### config.mk
export PLATFORM = sky130hd
export DESIGN_NAME = serial_subtractor_flat
export DESIGN_NICKNAME = d
export VERILOG_FILES = /design/src/rtl/serial_sub_pkg.sv /design/src/rtl/serial_subtractor_if.sv /design/src/rtl/full_subtractor.sv /design/src/rtl/serial_subtractor.sv /design/src/flat_wrapper.sv
export SDC_FILE = /design/constraint.sdc
export NUM_CORES = 1
export LEC_CHECK = 0
export ABC_AREA = 1
export CAP_MARGIN = 25
export CORE_UTILIZATION = 45
export DETAILED_ROUTE_END_ITERATION = 8
export PLACE_DENSITY = 0.77
export SLEW_MARGIN = 10
export SYNTH_ARGS = -nofsm -noshare
export SYNTH_HDL_FRONTEND = slang
export SYNTH_SLANG_ARGS = --single-unit
export TNS_END_PERCENT = 5
### constraint.sdc
create_clock -name clk -period 1.5 [get_ports clk]
set_clock_uncertainty 0.15 [all_clocks]
set_input_delay 0.15 -clock clk [delete_from_list [all_inputs] [get_ports clk]]
set_output_delay 0.15 -clock clk [all_outputs]
set_load 0.01 [all_outputs]
### src/rtl/serial_sub_pkg.sv
// -----------------------------------------------------------------------------
// serial_sub_pkg
// Shared types and constants for the bit-serial subtractor.
//   state_t        : controller states (IDLE, SHIFT, DONE)
//   DEFAULT_WIDTH  : default operand/result width
// -----------------------------------------------------------------------------
package serial_sub_pkg;

    localparam int DEFAULT_WIDTH = 8;

    typedef enum logic [1:0] {
        IDLE  = 2'd0,
        SHIFT = 2'd1,
        DONE  = 2'd2
    } state_t;

endpackage : serial_sub_pkg

### src/rtl/serial_subtractor_if.sv
// -----------------------------------------------------------------------------
// serial_subtractor_if
// Handshake and data bundle between a controlling FSM (master) and the
// bit-serial subtractor (slave).
//   start      : request, sampled only while the subtractor is idle
//   a, b       : minuend / subtrahend, captured on the accepting edge
//   diff       : result register, held until the next result
//   borrow_out : final borrow (a < b unsigned)
//   busy       : high while bits are being shifted
//   done       : one-cycle pulse, results valid from this cycle on
//   overflow   : signed overflow flag (only with SERIAL_SUBTRACTOR_OVERFLOW_EN)
// -----------------------------------------------------------------------------
interface serial_subtractor_if #(
    parameter int WIDTH = serial_sub_pkg::DEFAULT_WIDTH
);

    logic             start;
    logic [WIDTH-1:0] a;
    logic [WIDTH-1:0] b;
    logic [WIDTH-1:0] diff;
    logic             borrow_out;
    logic             busy;
    logic             done;
`ifdef SERIAL_SUBTRACTOR_OVERFLOW_EN
    logic             overflow;
`endif

    modport master (
        output start, a, b,
`ifdef SERIAL_SUBTRACTOR_OVERFLOW_EN
        input  overflow,
`endif
        input  diff, borrow_out, busy, done
    );

    modport slave (
        input  start, a, b,
`ifdef SERIAL_SUBTRACTOR_OVERFLOW_EN
        output overflow,
`endif
        output diff, borrow_out, busy, done
    );

endinterface : serial_subtractor_if

### src/rtl/full_subtractor.sv
// -----------------------------------------------------------------------------
// full_subtractor
// One-bit full subtractor built from gate primitives, mirror of the adder cells.
//   a, b, borrow_in : minuend bit, subtrahend bit, incoming borrow
//   diff            : a ^ b ^ borrow_in
//   borrow          : (~a & b) | (~(a ^ b) & borrow_in)
// -----------------------------------------------------------------------------
module full_subtractor (
    output logic diff,
    output logic borrow,
    input  logic a,
    input  logic b,
    input  logic borrow_in
);

    logic a_x_b;
    logic a_n;
    logic a_x_b_n;
    logic gen_borrow;
    logic prop_borrow;

    xor g_x1 (a_x_b, a, b);
    xor g_x2 (diff, a_x_b, borrow_in);

    // Borrow is generated when a=0,b=1, and propagated when a==b.
    not g_n1 (a_n, a);
    and g_a1 (gen_borrow, a_n, b);
    not g_n2 (a_x_b_n, a_x_b);
    and g_a2 (prop_borrow, a_x_b_n, borrow_in);
    or  g_o1 (borrow, gen_borrow, prop_borrow);

endmodule : full_subtractor

### src/rtl/serial_subtractor.sv
// -----------------------------------------------------------------------------
// serial_subtractor
// Bit-serial WIDTH-bit subtractor: diff = a - b, LSB first, one bit per clock,
// using a single full_subtractor cell and a borrow flop.
//   clk   : rising-edge clock
//   reset : synchronous, active-high reset
//   bus   : serial_subtractor_if.slave (start/a/b in; diff/borrow_out/busy/done out)
// Optional: define SERIAL_SUBTRACTOR_OVERFLOW_EN to add bus.overflow, the signed
// two's-complement overflow of the subtraction, written together with diff.
// Timing: accept edge, WIDTH shift edges, one DONE cycle, back to IDLE
// (one operation per WIDTH+2 cycles).
// -----------------------------------------------------------------------------
module serial_subtractor
    import serial_sub_pkg::*;
#(
    parameter int WIDTH = DEFAULT_WIDTH
) (
    input logic                clk,
    input logic                reset,
    serial_subtractor_if.slave bus
);

    localparam int CNT_W = $clog2(WIDTH);

    state_t           state_q,      state_d;
    logic [WIDTH-1:0] a_sh_q,       a_sh_d;
    logic [WIDTH-1:0] b_sh_q,       b_sh_d;
    // Holds the WIDTH-1 result bits already produced; the final bit comes
    // straight from the cell on the last edge.
    logic [WIDTH-2:0] res_sh_q,     res_sh_d;
    logic [WIDTH-1:0] diff_q,       diff_d;
    logic             borrow_q,     borrow_d;
    logic             borrow_out_q, borrow_out_d;
    logic [CNT_W-1:0] cnt_q,        cnt_d;
`ifdef SERIAL_SUBTRACTOR_OVERFLOW_EN
    logic [1:0]       sign_q,       sign_d;    // {a[MSB], b[MSB]} of the operation
    logic             overflow_q,   overflow_d;
`endif

    logic             cell_diff;
    logic             cell_borrow;
    logic [WIDTH-1:0] diff_next;
    logic             last_bit;

    full_subtractor u_cell (
        .diff      (cell_diff),
        .borrow    (cell_borrow),
        .a         (a_sh_q[0]),
        .b         (b_sh_q[0]),
        .borrow_in (borrow_q)
    );

    // Result as it stands after this edge's bit is shifted in from the top.
    assign diff_next = {cell_diff, res_sh_q};
    assign last_bit  = (cnt_q == CNT_W'(WIDTH - 1));

    always_comb begin
        // NOTE: every _d gets its hold value first so no path leaves it
        // unassigned, which would otherwise infer a latch.
        state_d      = state_q;
        a_sh_d       = a_sh_q;
        b_sh_d       = b_sh_q;
        res_sh_d     = res_sh_q;
        diff_d       = diff_q;
        borrow_d     = borrow_q;
        borrow_out_d = borrow_out_q;
        cnt_d        = cnt_q;
`ifdef SERIAL_SUBTRACTOR_OVERFLOW_EN
        sign_d       = sign_q;
        overflow_d   = overflow_q;
`endif

        case (state_q)
            IDLE: begin
                if (bus.start) begin
                    a_sh_d   = bus.a;
                    b_sh_d   = bus.b;
                    borrow_d = 1'b0;
                    cnt_d    = '0;
`ifdef SERIAL_SUBTRACTOR_OVERFLOW_EN
                    sign_d   = {bus.a[WIDTH-1], bus.b[WIDTH-1]};
`endif
                    state_d  = SHIFT;
                end
            end

            SHIFT: begin
                a_sh_d   = a_sh_q >> 1;
                b_sh_d   = b_sh_q >> 1;
                res_sh_d = diff_next[WIDTH-1:1];
                borrow_d = cell_borrow;
                if (last_bit) begin
                    // Counter holds at WIDTH-1 rather than wrapping.
                    diff_d       = diff_next;
                    borrow_out_d = cell_borrow;
`ifdef SERIAL_SUBTRACTOR_OVERFLOW_EN
                    // Operands of differing sign whose result sign differs
                    // from the minuend's overflowed.
                    overflow_d   = (sign_q[1] != sign_q[0]) && (cell_diff != sign_q[1]);
`endif
                    state_d      = DONE;
                end else begin
                    cnt_d = cnt_q + 1'b1;
                end
            end

            DONE:    state_d = IDLE;

            default: state_d = IDLE;
        endcase
    end

    // NOTE: state uses non-blocking assignments so every flop samples the
    // pre-edge values regardless of statement order.
    always_ff @(posedge clk) begin
        if (reset) begin
            // NOTE: the shift registers are reset too, so an aborted operation
            // leaves no stale bits behind.
            state_q      <= IDLE;
            a_sh_q       <= '0;
            b_sh_q       <= '0;
            res_sh_q     <= '0;
            diff_q       <= '0;
            borrow_q     <= 1'b0;
            borrow_out_q <= 1'b0;
            cnt_q        <= '0;
`ifdef SERIAL_SUBTRACTOR_OVERFLOW_EN
            sign_q       <= 2'b00;
            overflow_q   <= 1'b0;
`endif
        end else begin
            state_q      <= state_d;
            a_sh_q       <= a_sh_d;
            b_sh_q       <= b_sh_d;
            res_sh_q     <= res_sh_d;
            diff_q       <= diff_d;
            borrow_q     <= borrow_d;
            borrow_out_q <= borrow_out_d;
            cnt_q        <= cnt_d;
`ifdef SERIAL_SUBTRACTOR_OVERFLOW_EN
            sign_q       <= sign_d;
            overflow_q   <= overflow_d;
`endif
        end
    end

    assign bus.diff       = diff_q;
    assign bus.borrow_out = borrow_out_q;
    assign bus.busy       = (state_q == SHIFT);
    assign bus.done       = (state_q == DONE);
`ifdef SERIAL_SUBTRACTOR_OVERFLOW_EN
    assign bus.overflow   = overflow_q;
`endif

endmodule : serial_subtractor
### src/flat_wrapper.sv
// flat-port wrapper written by rule: the top's interface ports become plain ports
module serial_subtractor_flat import serial_sub_pkg::*;
#(
    parameter int WIDTH = DEFAULT_WIDTH
)
  (clk, reset, bus_start, bus_a, bus_b, bus_diff, bus_borrow_out, bus_busy, bus_done);
  serial_subtractor_if #(.WIDTH(WIDTH)) bus_i ();
  input logic clk;
  input logic reset;
  input wire logic [$bits(bus_i.start)-1:0] bus_start;
  input wire logic [$bits(bus_i.a)-1:0] bus_a;
  input wire logic [$bits(bus_i.b)-1:0] bus_b;
  output wire logic [$bits(bus_i.diff)-1:0] bus_diff;
  output wire logic [$bits(bus_i.borrow_out)-1:0] bus_borrow_out;
  output wire logic [$bits(bus_i.busy)-1:0] bus_busy;
  output wire logic [$bits(bus_i.done)-1:0] bus_done;
  assign bus_i.start = bus_start;
  assign bus_i.a = bus_a;
  assign bus_i.b = bus_b;
  assign bus_diff = bus_i.diff;
  assign bus_borrow_out = bus_i.borrow_out;
  assign bus_busy = bus_i.busy;
  assign bus_done = bus_i.done;
  serial_subtractor #(.WIDTH(WIDTH)) u_core (.clk(clk), .reset(reset), .bus(bus_i));
endmodule
==> results.py <==
metrics = {
    "grt": {
        "gr-total-overflow": 0,
        "antenna_found_initial": 0,
        "grt_pass1_wl_um": 6085,
        "grt_max_degree": 27,
        "grt_use_total_pct": 18.66,
        "first_global_vias": 1387,
    },
    "pwr": {
        "cellPowerDensity_nw_per_um2": 1066,
        "ir_drop_mv": 0.7882,
        "leakage_nw": 1.168,
    },
    "synth": {
        "synth-edff-count": 0,
        "synth_common_cells": "nand2_1, dfxtp_1, inv_1",
        "netlist_top_cells_area": "dfxtp_1, nand2_1, nand3_1, inv_1, nand3_2",
        "yosysMostFrequentCell": "nand2_1",
        "synth_area_per_cell_um2": 7.714,
        "syn_inst": 236,
        "synth_top_cell_by_area": "dfxtp_1",
        "syn_nets": 258,
        "synth_top_flop_cell": "dfxtp_1",
        "ys_async_sr_fraction_pct": 0,
        "synth_cell_types": 21,
        "yosys_warnings": 0,
        "yosysSeqAreaShare_pct": 41.79,
        "synth_area_um2": 1820,
        "synth_seq_cells": 38,
        "synth_top_area_share_pct": 41.79,
    },
    "clocking": {
        "clkTransAtPathRegs_ps": 80,
        "cts_tree": "built",
        "cts_root_buffer": "clkbuf_8",
        "cts_setup_buffers": 0,
        "ctsHoldBuffers": 0,
        "clock_latency_ps": 300,
        "htree_levels": 2,
        "clkSinkCount": 38,
        "cts_inserted_buffers": 5,
        "clock_path_buffers": 2,
    },
    "route": {
        "via_per_inst": 4.871,
        "wire_per_inst_um": 11.24,
        "drt_iter0_drc": 95,
        "drt_wl_total_um": 3563,
        "drt-pass1-iter-count": 4,
        "antenna_left": 0,
        "routed-via-count": 1544,
        "drcViolationCount": 0,
    },
    "worst_setup_path": {
        "worstSetupStartpointType": "register",
        "slowest_stage": "dfxtp_1",
        "crit_required_ps": 1590,
        "cp-end-kind": "register",
        "path_max_fanout": 17,
        "reg2reg_depth": 6,
        "critPathMaxStageDelay_ps": 330,
        "cp.arrival_ps": 1530,
        "path_class": "reg -> reg",
        "r2r_slack_ps": 60,
        "crit_chain": "inv_4, buf_4, nand2_2, nand2_4, nand3_2, a21oi_2",
        "r2r-start": "u_core.state_q[1]$_SDFFE_PP0P_",
        "startpoint": "u_core.state_q[1]$_SDFFE_PP0P_",
    },
    "sta": {
        "hold_viol_final": 0,
        "rsz0062_at_grt": "no",
        "max_slew_margin_pct": 81.81,
        "fin_crit_sh_pct": 95.84,
        "drv_slew": 0,
        "setup_viol": 0,
        "timing.fmax_ghz": 0.6956,
        "setup_tns_ps": 0,
        "min_period_ps": 1438,
        "tightest_slew_ps": 272.9,
    },
    "placement": {
        "place_hpwl_um": 2415,
        "dp_cells": 309,
        "placed_area_um2": 2153,
        "gp_congestion": 0.7202,
        "port_buffers": 29,
    },
    "min_path": {
        "min_path_cells": 3,
        "min_path_type": "in -> reg",
        "min_from": "bus_b[7]",
    },
    "floorplanning": {
        "dieHeight_um": 65.61,
        "die_x_um": 65.61,
        "io_pins": 30,
        "start_util_pct": 48.27,
        "die-area_um2": 4304,
        "rows": 22,
        "coreArea_um2": 3771,
    },
    "final_layout": {
        "diodes": 0,
        "drive_gt1_share_pct": 18.59,
        "layoutNonFillerInstCount": 317,
        "nets": 290,
        "post-route-cell-area_um2": 2320,
        "syn2layout_area_growth_pct": 27.42,
    },
    "run": {
        "maxCapViolations": 0,
    },
    "run_status": {
        "status": "complete, no violations",
    },
}
-- logic make-up (layout without fill, tap and decap cells) --
kind of cell | after synthesis | in the layout | share of synthesized area, %
adder cells (fa/ha/maj) | 3 | 3 | 2.474
AO/OA/AOI/OAI | 33 | 33 | 11.13
flip-flops | 38 | 38 | 41.79
buffers and inverters | 52 | 85 | 13.81
AND/OR/NAND/NOR | 110 | 110 | 30.79
-- placed cells by master (no fill, tap or decap) --
cell	instances
inv_4	2
or2_1	1
buf_12	2
nor2_4	1
nand2_8	1
clkdlybuf4s50_1	18
o21ai_1	1
dlymetal6s2s_1	8
bufinv_16	2
a21oi_2	10
nand3_2	10
ha_1	1
buf_4	5
nor2_2	1
nand3_1	29
dfxtp_4	1
inv_2	2
ha_2	1
clkinv_4	1
nand2_4	2
nor2_1	15
dlygate4sd2_1	3
nand2_1	47
dfxtp_1	36
inv_1	37
a21oi_1	11
nand2_2	3
clkbuf_8	5
dfxtp_2	1
fa_1	1
o21ai_0	11
-- per-stage QoR --
stage	hold WS [ps]	util [%]	setup WS (ps)	total power, W
6_report	255.9	61.51	62.41	0.002473
5_1_grt	285.5	61.51	0.3458	0.002584
4_1_cts	246.1	60.82	3.432	0.002494
3_5_place_dp	306.1	57.10	46.15	0.001442
3_3_place_gp	301.8	57.10	40.42	0.001431
2_1_floorplan	142.7	-	213.0	0.001344
-- critical path: cells and delay by family, from the launching register on --
| kind | cells | cell delay (ps) |
|---|---|---|
| AOI/OAI and AO/OA | 1 | 130 |
| buffers and inverters | 2 | 340 |
| and+or+nand+nor | 3 | 430 |
| DFF | 1 | 330 |
-- layer usage --
metal	vias up	wire [um]	track usage, %	part of all wire, %
met3	2	202	5.208	5.7
met1	686	1672	22.44	47
met4	0	21	7.337	0.59
li1	803	-	-	-
met2	53	1667	31.19	47
met5	-	0	0	0
-- area by class of cell --
| type | instances | area [um2] |
|---|---|---|
| Clock buffer | 5 | 68.82 |
| Clock inverter | 3 | 68.82 |
| Fill cell | 335 | 1451 |
| Inverter | 41 | 158.9 |
| Multi-Input combinational cell | 146 | 813.3 |
| Sequential cell | 38 | 765.7 |
| Tap cell | 48 | 60.06 |
| Timing Repair Buffer | 36 | 384.1 |
-- timing repair --
action | in CTS | in global routing
endpoints found under the setup margin | 3 | 18
gates cloned | 0 | 0
resized for setup | 6 | 12
-- final timing paths --
kind / to
max: u_core.a_sh_q[5]$_SDFFE_PP0P_
min: u_core.b_sh_q[7]$_SDFFE_PP0P_
max reg2reg: u_core.a_sh_q[5]$_SDFFE_PP0P_
min reg2reg: u_core.a_sh_q[3]$_SDFFE_PP0P_
-- where the power goes --
| group | switching (W) | leakage (nW) | internal (W) | total [W] |
|---|---|---|---|---|
| combinational | 0.000173 | 0.788 | 0.000151 | 0.000324 |
| sequential | 0.0000321 | 0.312 | 0.00106 | 0.00109 |
| clock | 0.000388 | 0.0683 | 0.000666 | 0.00105 |
-- flip-flops by register name, indices dropped and copies added, names as in the netlist --
register	cells
u_core.state_q	2
u_core.a_sh_q	8
u_core.cnt_q	3
u_core.b_sh_q	8
u_core.bus.diff	8
u_core.bus.borrow_out	1
u_core.borrow_q	1
u_core.res_sh_q	7
Power figures use the tool's default switching activity.
